===== config.mk =====
export PLATFORM = sky130hd
export DESIGN_NAME = bp_l2_dma_arbiter_flat
export DESIGN_NICKNAME = d
export VERILOG_FILES = /design/src/rtl/bp_l2_dma_arbiter_if.sv /design/src/rtl/bp_l2_dma_arbiter.sv /design/src/flat_wrapper.sv
export SDC_FILE = /design/constraint.sdc
export NUM_CORES = 1
export LEC_CHECK = 0
export ABC_CLOCK_PERIOD_IN_PS = 1800
export CAP_MARGIN = 20
export CORE_AREA = 4 4 177 179
export DETAILED_ROUTE_END_ITERATION = 16
export DIE_AREA = 0 0 181 183
export GPL_TIMING_DRIVEN = 0
export PLACE_DENSITY_LB_ADDON = 0.1
export SLEW_MARGIN = 20
export SYNTH_ARGS = -nofsm -noshare
export SYNTH_HDL_FRONTEND = slang
export SYNTH_SLANG_ARGS = --single-unit
export TNS_END_PERCENT = 30

===== constraint.sdc =====
create_clock -name clk_i -period 1.8 [get_ports clk_i]
set_input_delay 0.27 -clock clk_i [delete_from_list [all_inputs] [get_ports clk_i]]
set_output_delay 0.27 -clock clk_i [all_outputs]
set_load 0.02 [all_outputs]

===== src/rtl/bp_l2_dma_arbiter_if.sv =====
// Bundles the per-slice cache DMA ports and the single DRAM DMA port of bp_l2_dma_arbiter.
// master = arbiter view, slave = slices plus DRAM controller.
interface bp_l2_dma_arbiter_if #(
    parameter int num_req_p     = 2,
    parameter int caddr_width_p = 28,
    parameter int fill_width_p  = 64
);
    localparam int pkt_width_lp = caddr_width_p + 1;

    // Handshakes: v/yumi transfers when yumi is high (yumi only while v); v/ready_and transfers when both are high.
    logic [num_req_p*pkt_width_lp-1:0] req_pkt_i;
    logic [num_req_p-1:0]              req_pkt_v_i;
    logic [num_req_p-1:0]              req_pkt_yumi_o;
    logic [fill_width_p-1:0]           req_data_o;
    logic [num_req_p-1:0]              req_data_v_o;
    logic [num_req_p-1:0]              req_data_ready_and_i;
    logic [num_req_p*fill_width_p-1:0] req_data_i;
    logic [num_req_p-1:0]              req_data_v_i;
    logic [num_req_p-1:0]              req_data_yumi_o;
    logic [pkt_width_lp-1:0]           dma_pkt_o;
    logic                              dma_pkt_v_o;
    logic                              dma_pkt_yumi_i;
    logic [fill_width_p-1:0]           dma_data_i;
    logic                              dma_data_v_i;
    logic                              dma_data_ready_and_o;
    logic [fill_width_p-1:0]           dma_data_o;
    logic                              dma_data_v_o;
    logic                              dma_data_yumi_i;

    modport master (
        input  req_pkt_i, req_pkt_v_i, req_data_ready_and_i, req_data_i, req_data_v_i,
        input  dma_pkt_yumi_i, dma_data_i, dma_data_v_i, dma_data_yumi_i,
        output req_pkt_yumi_o, req_data_o, req_data_v_o, req_data_yumi_o,
        output dma_pkt_o, dma_pkt_v_o, dma_data_ready_and_o, dma_data_o, dma_data_v_o
    );

    modport slave (
        output req_pkt_i, req_pkt_v_i, req_data_ready_and_i, req_data_i, req_data_v_i,
        output dma_pkt_yumi_i, dma_data_i, dma_data_v_i, dma_data_yumi_i,
        input  req_pkt_yumi_o, req_data_o, req_data_v_o, req_data_yumi_o,
        input  dma_pkt_o, dma_pkt_v_o, dma_data_ready_and_o, dma_data_o, dma_data_v_o
    );
endinterface


===== src/rtl/bp_l2_dma_arbiter.sv =====
// Round-robin arbiter sharing one DRAM DMA channel among L2 slices, one packet+block at a time.
// Optional busy-cycle counter enabled by `define BP_L2_DMA_ARB_PERF_EN.
module bp_l2_dma_arbiter #(
    parameter int num_req_p     = 2,
    parameter int caddr_width_p = 28,
    parameter int fill_width_p  = 64,
    parameter int block_beats_p = 8
) (
    input  logic                clk_i,
    input  logic                reset_n_i,
    bp_l2_dma_arbiter_if.master io,
    output logic [31:0]         busy_cycles_o,
    output logic [1:0]          state_o
);
    localparam int pkt_width_lp = caddr_width_p + 1;
    localparam int lg_req_lp    = (num_req_p > 1) ? $clog2(num_req_p) : 1;
    localparam int lg_beats_lp  = $clog2(block_beats_p);
    localparam logic [lg_req_lp-1:0] last_req_lp = lg_req_lp'(num_req_p - 1);

    localparam logic [1:0] e_idle  = 2'd0;
    localparam logic [1:0] e_read  = 2'd1;
    localparam logic [1:0] e_write = 2'd2;

    logic [1:0]              state_q, state_d;
    logic [lg_req_lp-1:0]    grant_q, grant_d;
    logic [lg_req_lp-1:0]    rr_ptr_q, rr_ptr_d;
    logic [lg_beats_lp-1:0]  beat_cnt_q, beat_cnt_d;
    logic [lg_req_lp-1:0]    pick;
    logic                    pick_found;
    logic [pkt_width_lp-1:0] pick_pkt;
    logic                    beat_fire;
    logic                    beat_last;

    // First valid slice scanning upward from rr_ptr_q with wrap.
    always_comb begin : rr_pick
        int                   idx;
        logic [lg_req_lp-1:0] cand;
        idx        = 0;
        cand       = '0;
        pick       = '0;
        pick_found = 1'b0;
        for (int i = 0; i < num_req_p; i++) begin
            idx = int'(rr_ptr_q) + i;
            if (idx >= num_req_p) idx = idx - num_req_p;
            cand = idx[lg_req_lp-1:0];
            if (!pick_found && io.req_pkt_v_i[cand]) begin
                pick_found = 1'b1;
                pick       = cand;
            end
        end
    end

    assign pick_pkt  = io.req_pkt_i[int'(pick)*pkt_width_lp +: pkt_width_lp];
    assign beat_last = (beat_cnt_q == {lg_beats_lp{1'b1}});

    always_comb begin
        beat_fire = 1'b0;
        case (state_q)
            e_read:  beat_fire = io.dma_data_v_i & io.req_data_ready_and_i[grant_q];
            e_write: beat_fire = io.dma_data_yumi_i;
            default: beat_fire = 1'b0;
        endcase
    end

    always_comb begin
        state_d    = state_q;
        grant_d    = grant_q;
        rr_ptr_d   = rr_ptr_q;
        beat_cnt_d = beat_cnt_q;
        case (state_q)
            e_idle: begin
                if (pick_found && io.dma_pkt_yumi_i) begin
                    grant_d    = pick;
                    rr_ptr_d   = (pick == last_req_lp) ? '0 : pick + 1'b1;
                    beat_cnt_d = '0;
                    state_d    = pick_pkt[caddr_width_p] ? e_write : e_read;
                end
            end
            e_read, e_write: begin
                if (beat_fire) begin
                    beat_cnt_d = beat_cnt_q + 1'b1;
                    if (beat_last) state_d = e_idle;
                end
            end
            default: state_d = e_idle;
        endcase
    end

    always_ff @(posedge clk_i or negedge reset_n_i) begin
        if (!reset_n_i) begin
            state_q    <= e_idle;
            grant_q    <= '0;
            rr_ptr_q   <= '0;
            beat_cnt_q <= '0;
        end else begin
            state_q    <= state_d;
            grant_q    <= grant_d;
            rr_ptr_q   <= rr_ptr_d;
            beat_cnt_q <= beat_cnt_d;
        end
    end

    // Handshake outputs are gated by reset so they drop the moment reset asserts.
    always_comb begin
        io.req_pkt_yumi_o       = '0;
        io.req_data_o           = io.dma_data_i;
        io.req_data_v_o         = '0;
        io.req_data_yumi_o      = '0;
        io.dma_pkt_o            = pick_pkt;
        io.dma_pkt_v_o          = 1'b0;
        io.dma_data_ready_and_o = 1'b0;
        io.dma_data_o           = '0;
        io.dma_data_v_o         = 1'b0;
        if (reset_n_i) begin
            case (state_q)
                e_idle: begin
                    io.dma_pkt_v_o = pick_found;
                    if (pick_found && io.dma_pkt_yumi_i) io.req_pkt_yumi_o[pick] = 1'b1;
                end
                e_read: begin
                    io.req_data_v_o[grant_q] = io.dma_data_v_i;
                    io.dma_data_ready_and_o  = io.req_data_ready_and_i[grant_q];
                end
                e_write: begin
                    io.dma_data_o               = io.req_data_i[int'(grant_q)*fill_width_p +: fill_width_p];
                    io.dma_data_v_o             = io.req_data_v_i[grant_q];
                    io.req_data_yumi_o[grant_q] = io.dma_data_yumi_i;
                end
                default: ;
            endcase
        end
    end

`ifdef BP_L2_DMA_ARB_PERF_EN
    logic [31:0] busy_q;
    always_ff @(posedge clk_i or negedge reset_n_i) begin
        if (!reset_n_i) busy_q <= '0;
        else if (state_q != e_idle && busy_q != 32'hFFFF_FFFF) busy_q <= busy_q + 32'd1;
    end
    assign busy_cycles_o = busy_q;
`else
    assign busy_cycles_o = '0;
`endif

    assign state_o = state_q;
endmodule

===== src/flat_wrapper.sv =====
// flat-port wrapper written by rule: the top's interface ports become plain ports
module bp_l2_dma_arbiter_flat 
#(
    parameter int num_req_p     = 2,
    parameter int caddr_width_p = 28,
    parameter int fill_width_p  = 64,
    parameter int block_beats_p = 8
)
  (clk_i, reset_n_i, busy_cycles_o, state_o, io_req_pkt_i, io_req_pkt_v_i, io_req_data_ready_and_i, io_req_data_i, io_req_data_v_i, io_dma_pkt_yumi_i, io_dma_data_i, io_dma_data_v_i, io_dma_data_yumi_i, io_req_pkt_yumi_o, io_req_data_o, io_req_data_v_o, io_req_data_yumi_o, io_dma_pkt_o, io_dma_pkt_v_o, io_dma_data_ready_and_o, io_dma_data_o, io_dma_data_v_o);
  bp_l2_dma_arbiter_if #(.num_req_p(num_req_p), .caddr_width_p(caddr_width_p), .fill_width_p(fill_width_p)) io_i ();
  input  logic clk_i;
  input  logic reset_n_i;
  output logic [31:0] busy_cycles_o;
  output logic [1:0] state_o;
  input wire logic [$bits(io_i.req_pkt_i)-1:0] io_req_pkt_i;
  input wire logic [$bits(io_i.req_pkt_v_i)-1:0] io_req_pkt_v_i;
  input wire logic [$bits(io_i.req_data_ready_and_i)-1:0] io_req_data_ready_and_i;
  input wire logic [$bits(io_i.req_data_i)-1:0] io_req_data_i;
  input wire logic [$bits(io_i.req_data_v_i)-1:0] io_req_data_v_i;
  input wire logic [$bits(io_i.dma_pkt_yumi_i)-1:0] io_dma_pkt_yumi_i;
  input wire logic [$bits(io_i.dma_data_i)-1:0] io_dma_data_i;
  input wire logic [$bits(io_i.dma_data_v_i)-1:0] io_dma_data_v_i;
  input wire logic [$bits(io_i.dma_data_yumi_i)-1:0] io_dma_data_yumi_i;
  output wire logic [$bits(io_i.req_pkt_yumi_o)-1:0] io_req_pkt_yumi_o;
  output wire logic [$bits(io_i.req_data_o)-1:0] io_req_data_o;
  output wire logic [$bits(io_i.req_data_v_o)-1:0] io_req_data_v_o;
  output wire logic [$bits(io_i.req_data_yumi_o)-1:0] io_req_data_yumi_o;
  output wire logic [$bits(io_i.dma_pkt_o)-1:0] io_dma_pkt_o;
  output wire logic [$bits(io_i.dma_pkt_v_o)-1:0] io_dma_pkt_v_o;
  output wire logic [$bits(io_i.dma_data_ready_and_o)-1:0] io_dma_data_ready_and_o;
  output wire logic [$bits(io_i.dma_data_o)-1:0] io_dma_data_o;
  output wire logic [$bits(io_i.dma_data_v_o)-1:0] io_dma_data_v_o;
  assign io_i.req_pkt_i = io_req_pkt_i;
  assign io_i.req_pkt_v_i = io_req_pkt_v_i;
  assign io_i.req_data_ready_and_i = io_req_data_ready_and_i;
  assign io_i.req_data_i = io_req_data_i;
  assign io_i.req_data_v_i = io_req_data_v_i;
  assign io_i.dma_pkt_yumi_i = io_dma_pkt_yumi_i;
  assign io_i.dma_data_i = io_dma_data_i;
  assign io_i.dma_data_v_i = io_dma_data_v_i;
  assign io_i.dma_data_yumi_i = io_dma_data_yumi_i;
  assign io_req_pkt_yumi_o = io_i.req_pkt_yumi_o;
  assign io_req_data_o = io_i.req_data_o;
  assign io_req_data_v_o = io_i.req_data_v_o;
  assign io_req_data_yumi_o = io_i.req_data_yumi_o;
  assign io_dma_pkt_o = io_i.dma_pkt_o;
  assign io_dma_pkt_v_o = io_i.dma_pkt_v_o;
  assign io_dma_data_ready_and_o = io_i.dma_data_ready_and_o;
  assign io_dma_data_o = io_i.dma_data_o;
  assign io_dma_data_v_o = io_i.dma_data_v_o;
  bp_l2_dma_arbiter #(.num_req_p(num_req_p), .caddr_width_p(caddr_width_p), .fill_width_p(fill_width_p), .block_beats_p(block_beats_p)) u_core (.clk_i(clk_i), .reset_n_i(reset_n_i), .io(io_i), .busy_cycles_o(busy_cycles_o), .state_o(state_o));
endmodule

==> impl_metrics.json, run 1 <==
{
  "overflow": 0,
  "setup_viol": 67,
  "io_pins": 461,
  "synth_seq_area_share_pct": 6.85,
  "p_sw_share_pct": 43.4,
  "yosysTopAreaCell": "buf_4",
  "p_clk_share_pct": 6.4,
  "outcome": "complete, but fails checks",
  "max-clock-path-buffers": 2,
  "cts_root_buffer": "clkbuf_16",
  "post-route-util_pct": 27.1,
  "path_clk_slew_ns": 0.04,
  "dp_slack_ns": -1.64,
  "tns_ns": -2.26,
  "gp_congestion": 0.741,
  "die_x_um": 181,
  "vias_per_cell": 3.24,
  "power_leakage_nw": 3.47,
  "cap_violations": 0,
  "first_global_vias": 3958,
  "r2r_end": "u_core.beat_cnt_q[0]",
  "insertion_delay_ns": 0.23,
  "cts.sinks": 7,
  "antenna_cells": 0,
  "hpwl_um": 15600,
  "r2r_start": "u_core.state_o[1]",
  "numCtsBuffers": 3,
  "antenna_found_initial": 1,
  "final_common_cell": "clkdlybuf4s50_1",
  "ys_ff_latch": 7,
  "wire_per_inst_um": 15.9,
  "p_switching_mw": 2.58,
  "seqPwrFrac_pct": 4.8,
  "drive_gt1_share_pct": 45.6,
  "layout_common_cells": "clkdlybuf4s50_1, buf_4, buf_6",
  "comb_power_share_pct": 88.8,
  "syn_avg_cell_area_um2": 7.59,
  "htree_num_levels": 1,
  "nNetsFinal": 1022,
  "max_freq_ghz": 0.535,
  "design.core.area_um2": 29600,
  "final-hold-violation-count": 0,
  "period_minus_slack_ns": 1.87,
  "required_ns": 1.53,
  "start_util_pct": 8.65,
  "dr.pass1.iters": 4,
  "finalCritPeriodShare_pct": 104,
  "grt_start_max_net_pins": 15,
  "ir_drop_mv": 0.275,
  "area_growth_pct": 213,
  "power_density_nw_per_um2": 744,
  "cp.arrival_ns": 1.60,
  "grt_pass1_wl_um": 25200,
  "synthDistinctLibCells": 22,
  "synthCells": 337,
  "nFillCells": 3213,
  "synth_area_leaders": "buf_4, mux2i_1, mux2_2, nor2_1, dfrtp_1",
  "cts_tree": "yes",
  "grt_setup_unrepaired": "yes",
  "syn_area_um2": 2560,
  "hold_path_class": "in -> async",
  "start_kind": "flop",
  "finalClockSkew_ns": 0.00411,
  "route.detailed.drc": 0,
  "cp_max_fo": 5,
  "crit_type": "reg -> out",
  "yosys_warnings": 0,
  "rows": 63,
  "postLayoutSetupSlackWorst_ns": -0.0704,
  "hold_buffers": 0,
  "ant_nets": 0,
  "drt-initial-drc-count": 39,
  "end_kind": "output pin",
  "synth_top_cell_area_share_pct": 28.8,
  "drt_wl_total_um": 18200,
  "worst-r2r-cell-count": 7,
  "p_int_mw": 3.37,
  "vias": 3708,
  "drv_slew": 0,
  "chipHeight_um": 183,
  "port_buffers": 364,
  "violations": "setup timing",
  "grt_usage_pct": 9.85,
  "ff2ff_setup_slack_ns": 0.07,
  "die_area_um2": 33100
}
sequential cells by signal (all words and copies together), names as in the netlist:
signal,cells
u_core.rr_ptr_q,1
u_core.grant_q,1
u_core.state_o,2
u_core.beat_cnt_q,3
critical path, cell delays in order, from the launching register on:
cell and delay, ns:
dfrtp_1 0.38, inv_2 0.11, ha_4 0.18, nand2_8 0.08, clkbuf_16 0.20, buf_12 0.15, nor2_4 0.13, buf_6 0.14
routing by layer:
layer / vias to the layer above / track usage [%] / routed length (µm)
met5: - / 0 / 20
met4: 2 / 0.751 / 91
met3: 9 / 3.47 / 1880
met2: 255 / 19.7 / 10100
met1: 1618 / 10.3 / 6110
li1: 1824 / - / -
cell usage after synthesis:
cell type and number:
buf_2 8, a21boi_0 1, nand3_1 6, dfrtp_1 7
nand2_1 14, inv_1 5, buf_6 1, o211a_1 1
o211ai_2 1, nand3b_1 1, buf_4 98, nor2_1 72
conb_1 1, buf_1 2, nand2b_1 3, nor2b_1 2
o21ai_0 4, ha_1 6, mux2i_1 69, clkbuf_1 5
mux2_2 29, mux2_1 1
logic make-up (layout without fill, tap and decap cells):
family / Yosys count / after routing / synth area share (%)
compound gates: 7 / 7 / 1.96
fa+ha+maj: 6 / 6 / 2.94
buf+inv: 119 / 505 / 32.6
flops: 7 / 7 / 6.85
mux: 99 / 99 / 40.2
other cells: 1 / 32 / 0.147
simple gates: 98 / 98 / 15.3
what timing repair did:
| item | in CTS | in global routing |
|---|---|---|
| resized for setup | 674 | 95 |
| setup endpoints to repair | 102 | 92 |
| buffers inserted | 7 | 2 |
| gates cloned | 7 | 2 |
| pin swaps | 34 | 17 |
stage by stage:
stage | instance area [µm²] | hold WS (ns) | total power [mW] | cells
global route | 8010 | 0.101 | 6.38 | 1144
global placement | 6810 | 0.527 | 4.20 | 1122
finish | 8010 | 0.0711 | 5.96 | 1144
detailed placement | 6810 | 0.524 | 4.18 | 1122
CTS | 7680 | 0.0893 | 5.79 | 1140
floorplan | 2680 | -0.0256 | 2.51 | 368
final cells by class:
| cell class | count | area [µm²] | share of cell area [%] |
|---|---|---|---|
| sequential | 7 | 176 | 2.20 |
| buffer | 114 | 1040 | 13.0 |
| tap | 390 | 488 | 6.09 |
| clock buffer | 4 | 78.8 | 0.984 |
| timing repair buffer | 382 | 3860 | 48.2 |
| multi-input combinational | 242 | 2350 | 29.4 |
| inverter | 5 | 18.8 | 0.234 |
how the worst max path moves through the flow:
stage	from	endpoint	depth (start not counted)
2_1_floorplan	u_core.state_o[0]	io_dma_data_o[33]	6
3_3_place_gp	reset_n_i	io_dma_data_o[51]	6
3_5_place_dp	reset_n_i	io_dma_data_o[51]	6
4_1_cts	u_core.rr_ptr_q	io_dma_pkt_o[26]	6
5_1_grt	u_core.state_o[0]	io_dma_data_o[51]	7
6_report	u_core.state_o[0]	io_dma_data_o[25]	7
power by group through the flow:
stage                     logic, mW  clock network [mW]  registers, mW
after detailed placement       3.89                   0          0.290
after CTS                      5.12               0.389          0.283
after floorplan                2.22                   0          0.294
after global routing           5.68               0.404          0.293
final                          5.29               0.381          0.284
after global placement         3.91                   0          0.290
No activity file was read; power rests on OpenSTA's default activity.
==> run 2: changes to the inputs <==
--- a/config.mk
+++ b/config.mk
@@ -11,6 +11,7 @@
 export DETAILED_ROUTE_END_ITERATION = 16
 export DIE_AREA = 0 0 181 183
 export GPL_TIMING_DRIVEN = 0
+export HOLD_SLACK_MARGIN = 0.12
 export PLACE_DENSITY_LB_ADDON = 0.1
 export SLEW_MARGIN = 20
 export SYNTH_ARGS = -nofsm -noshare
==> run 2 against run 1 <==
Routed wire length is 0.25% higher. Clock power hardly changed. Flip-flop and latch count stayed put. Final area is 0.11% higher. The run still ends with setup timing left. Core utilization hardly changed. Critical endpoint is now io_dma_data_o[20]. Clock skew hardly changed. Total power is 0.56% higher. Critical path depth stayed put. Hold slack better by 0.45 ns. Worst setup slack worse by 0.0037 ns. Sequential share of layout area hardly changed. Critical path type unchanged.
==> impl_metrics.json, run 2 (synthesized netlist as in run 1, its figures left out) <==
{
  "met3_length_um": 1910,
  "largest_reg_flops": 3,
  "start_util_pct": 8.65,
  "p_switching_mw": 2.59,
  "nNetsFinal": 1023,
  "drt_wl_total_um": 18300,
  "path_clk_slew_ns": 0.04,
  "port_buffers": 364,
  "htree_num_levels": 1,
  "wl_met2_um": 10100,
  "top_register": "u_core.beat_cnt_q",
  "outcome": "complete, but fails checks",
  "seqPwrFrac_pct": 4.8,
  "grt_usage_pct": 9.88,
  "cp_max_fo": 6,
  "dp.cells": 1122,
  "gp_congestion": 0.741,
  "hold_path_class": "reg -> reg",
  "final-hold-violation-count": 0,
  "io_pins": 461,
  "ir_drop_mv": 0.278,
  "ant_nets": 0,
  "max-clock-path-buffers": 2,
  "overflow": 0,
  "final_common_cell": "clkdlybuf4s50_1",
  "p_int_mw": 3.40,
  "p_clk_share_pct": 6.4,
  "grt_setup_unrepaired": "yes",
  "end_kind": "output pin",
  "antenna_cells": 0,
  "p_sw_share_pct": 43.2,
  "cts.sinks": 7,
  "finalNonFillerCells": 1145,
  "cp.arrival_ns": 1.60,
  "max_freq_ghz": 0.534,
  "tns_ns": -1.88,
  "dr.pass1.iters": 4,
  "design.core.area_um2": 29600,
  "grt_start_max_net_pins": 11,
  "numCtsBuffers": 3,
  "power_leakage_nw": 3.49,
  "antenna_found_initial": 1,
  "cts_tree": "yes",
  "crit_type": "reg -> out",
  "highest_layer": "met5",
  "first_global_vias": 3967,
  "insertion_delay_ns": 0.23,
  "required_ns": 1.53,
  "drv_slew": 0,
  "cts_root_buffer": "clkbuf_16",
  "die_area_um2": 33100,
  "finalCritPeriodShare_pct": 104,
  "vias_per_cell": 3.23,
  "power_density_nw_per_um2": 747,
  "cap_violations": 0,
  "chipHeight_um": 183,
  "period_minus_slack_ns": 1.87,
  "violations": "setup timing",
  "comb_power_share_pct": 88.9,
  "rows": 63,
  "die_x_um": 181,
  "hpwl_um": 15600,
  "grt_pass1_wl_um": 25300,
  "m1WireLength_um": 6140,
  "wire_per_inst_um": 16.0,
  "drt-initial-drc-count": 37,
  "vias": 3696,
  "finalClockSkew_ns": 0.00400,
  "route.detailed.drc": 0,
  "setup_viol": 65,
  "drive_gt1_share_pct": 46.2,
  "area_growth_pct": 214,
  "layout_common_cells": "clkdlybuf4s50_1, buf_4, buf_6",
  "start_kind": "flop",
  "nFillCells": 3219,
  "postLayoutSetupSlackWorst_ns": -0.0741
}
## run 2: cell type report
class	instances	area [µm²]	share of cell area [%]
Buffer	114	1040	12.9
Clock buffer	4	78.8	0.983
Inverter	5	18.8	0.234
Multi-Input combinational cell	242	2360	29.4
Sequential cell	7	176	2.20
Tap cell	390	488	6.09
Timing Repair Buffer	383	3860	48.2
## run 2: final timing paths
kind                                           start                    to  slack, ns  cells past startpoint
worst max-delay path               u_core.state_o[0]     io_dma_data_o[20]      -0.07                      7
worst min-delay path            u_core.beat_cnt_q[2]  u_core.beat_cnt_q[2]       0.52                      2
worst max register to register     u_core.state_o[1]  u_core.beat_cnt_q[0]       0.09                      7
worst min register to register  u_core.beat_cnt_q[2]  u_core.beat_cnt_q[2]       0.52                      2
max in group asynchronous                  reset_n_i     u_core.state_o[1]       0.70                      2
min in group asynchronous                  reset_n_i  u_core.beat_cnt_q[1]       0.82                      2
## run 2: critical path: stages, from the launching register on
cell       delay, ns
dfrtp_1         0.38
inv_2           0.11
ha_4            0.18
nand2_8         0.08
clkbuf_16       0.20
clkbuf_16       0.17
nor2_2          0.10
buf_4           0.14
## run 2: what timing repair did
action | 4_1_cts | 5_1_grt
endpoints found under the setup margin | 102 | 88
gates resized for setup | 674 | 96
gates cloned | 7 | 2
hold endpoints to repair | 7 | 0
setup buffers | 7 | 2
pin swaps | 34 | 14
hold buffers | 1 | 0
## run 2: layer usage
metal | vias to the layer above | GRT usage [%]
met5 | - | 0
met1 | 1604 | 10.3
li1 | 1826 | -
met2 | 255 | 19.8
met4 | 2 | 0.751
met3 | 9 | 3.47
## run 2: through the flow
stage / power (mW) / utilization (%) / setup slack [ns] / hold slack (ns) / cell area, µm²
2_1_floorplan: 2.51 / - / -0.0459 / -0.0256 / 2680
3_3_place_gp: 4.20 / 23.0 / -1.59 / 0.527 / 6810
3_5_place_dp: 4.18 / 23.0 / -1.64 / 0.524 / 6810
4_1_cts: 5.79 / 26.0 / -0.174 / 0.533 / 7690
5_1_grt: 6.41 / 27.1 / -0.145 / 0.558 / 8020
6_report: 5.99 / 27.1 / -0.0741 / 0.525 / 8020
## run 2: power by group through the flow
stage | Clock, mW | Combinational (mW) | Sequential (mW)
floorplan | 0 | 2.22 | 0.294
CTS | 0.389 | 5.12 | 0.283
detailed placement | 0 | 3.89 | 0.290
global route | 0.404 | 5.71 | 0.295
finish | 0.381 | 5.32 | 0.286
global placement | 0 | 3.91 | 0.290
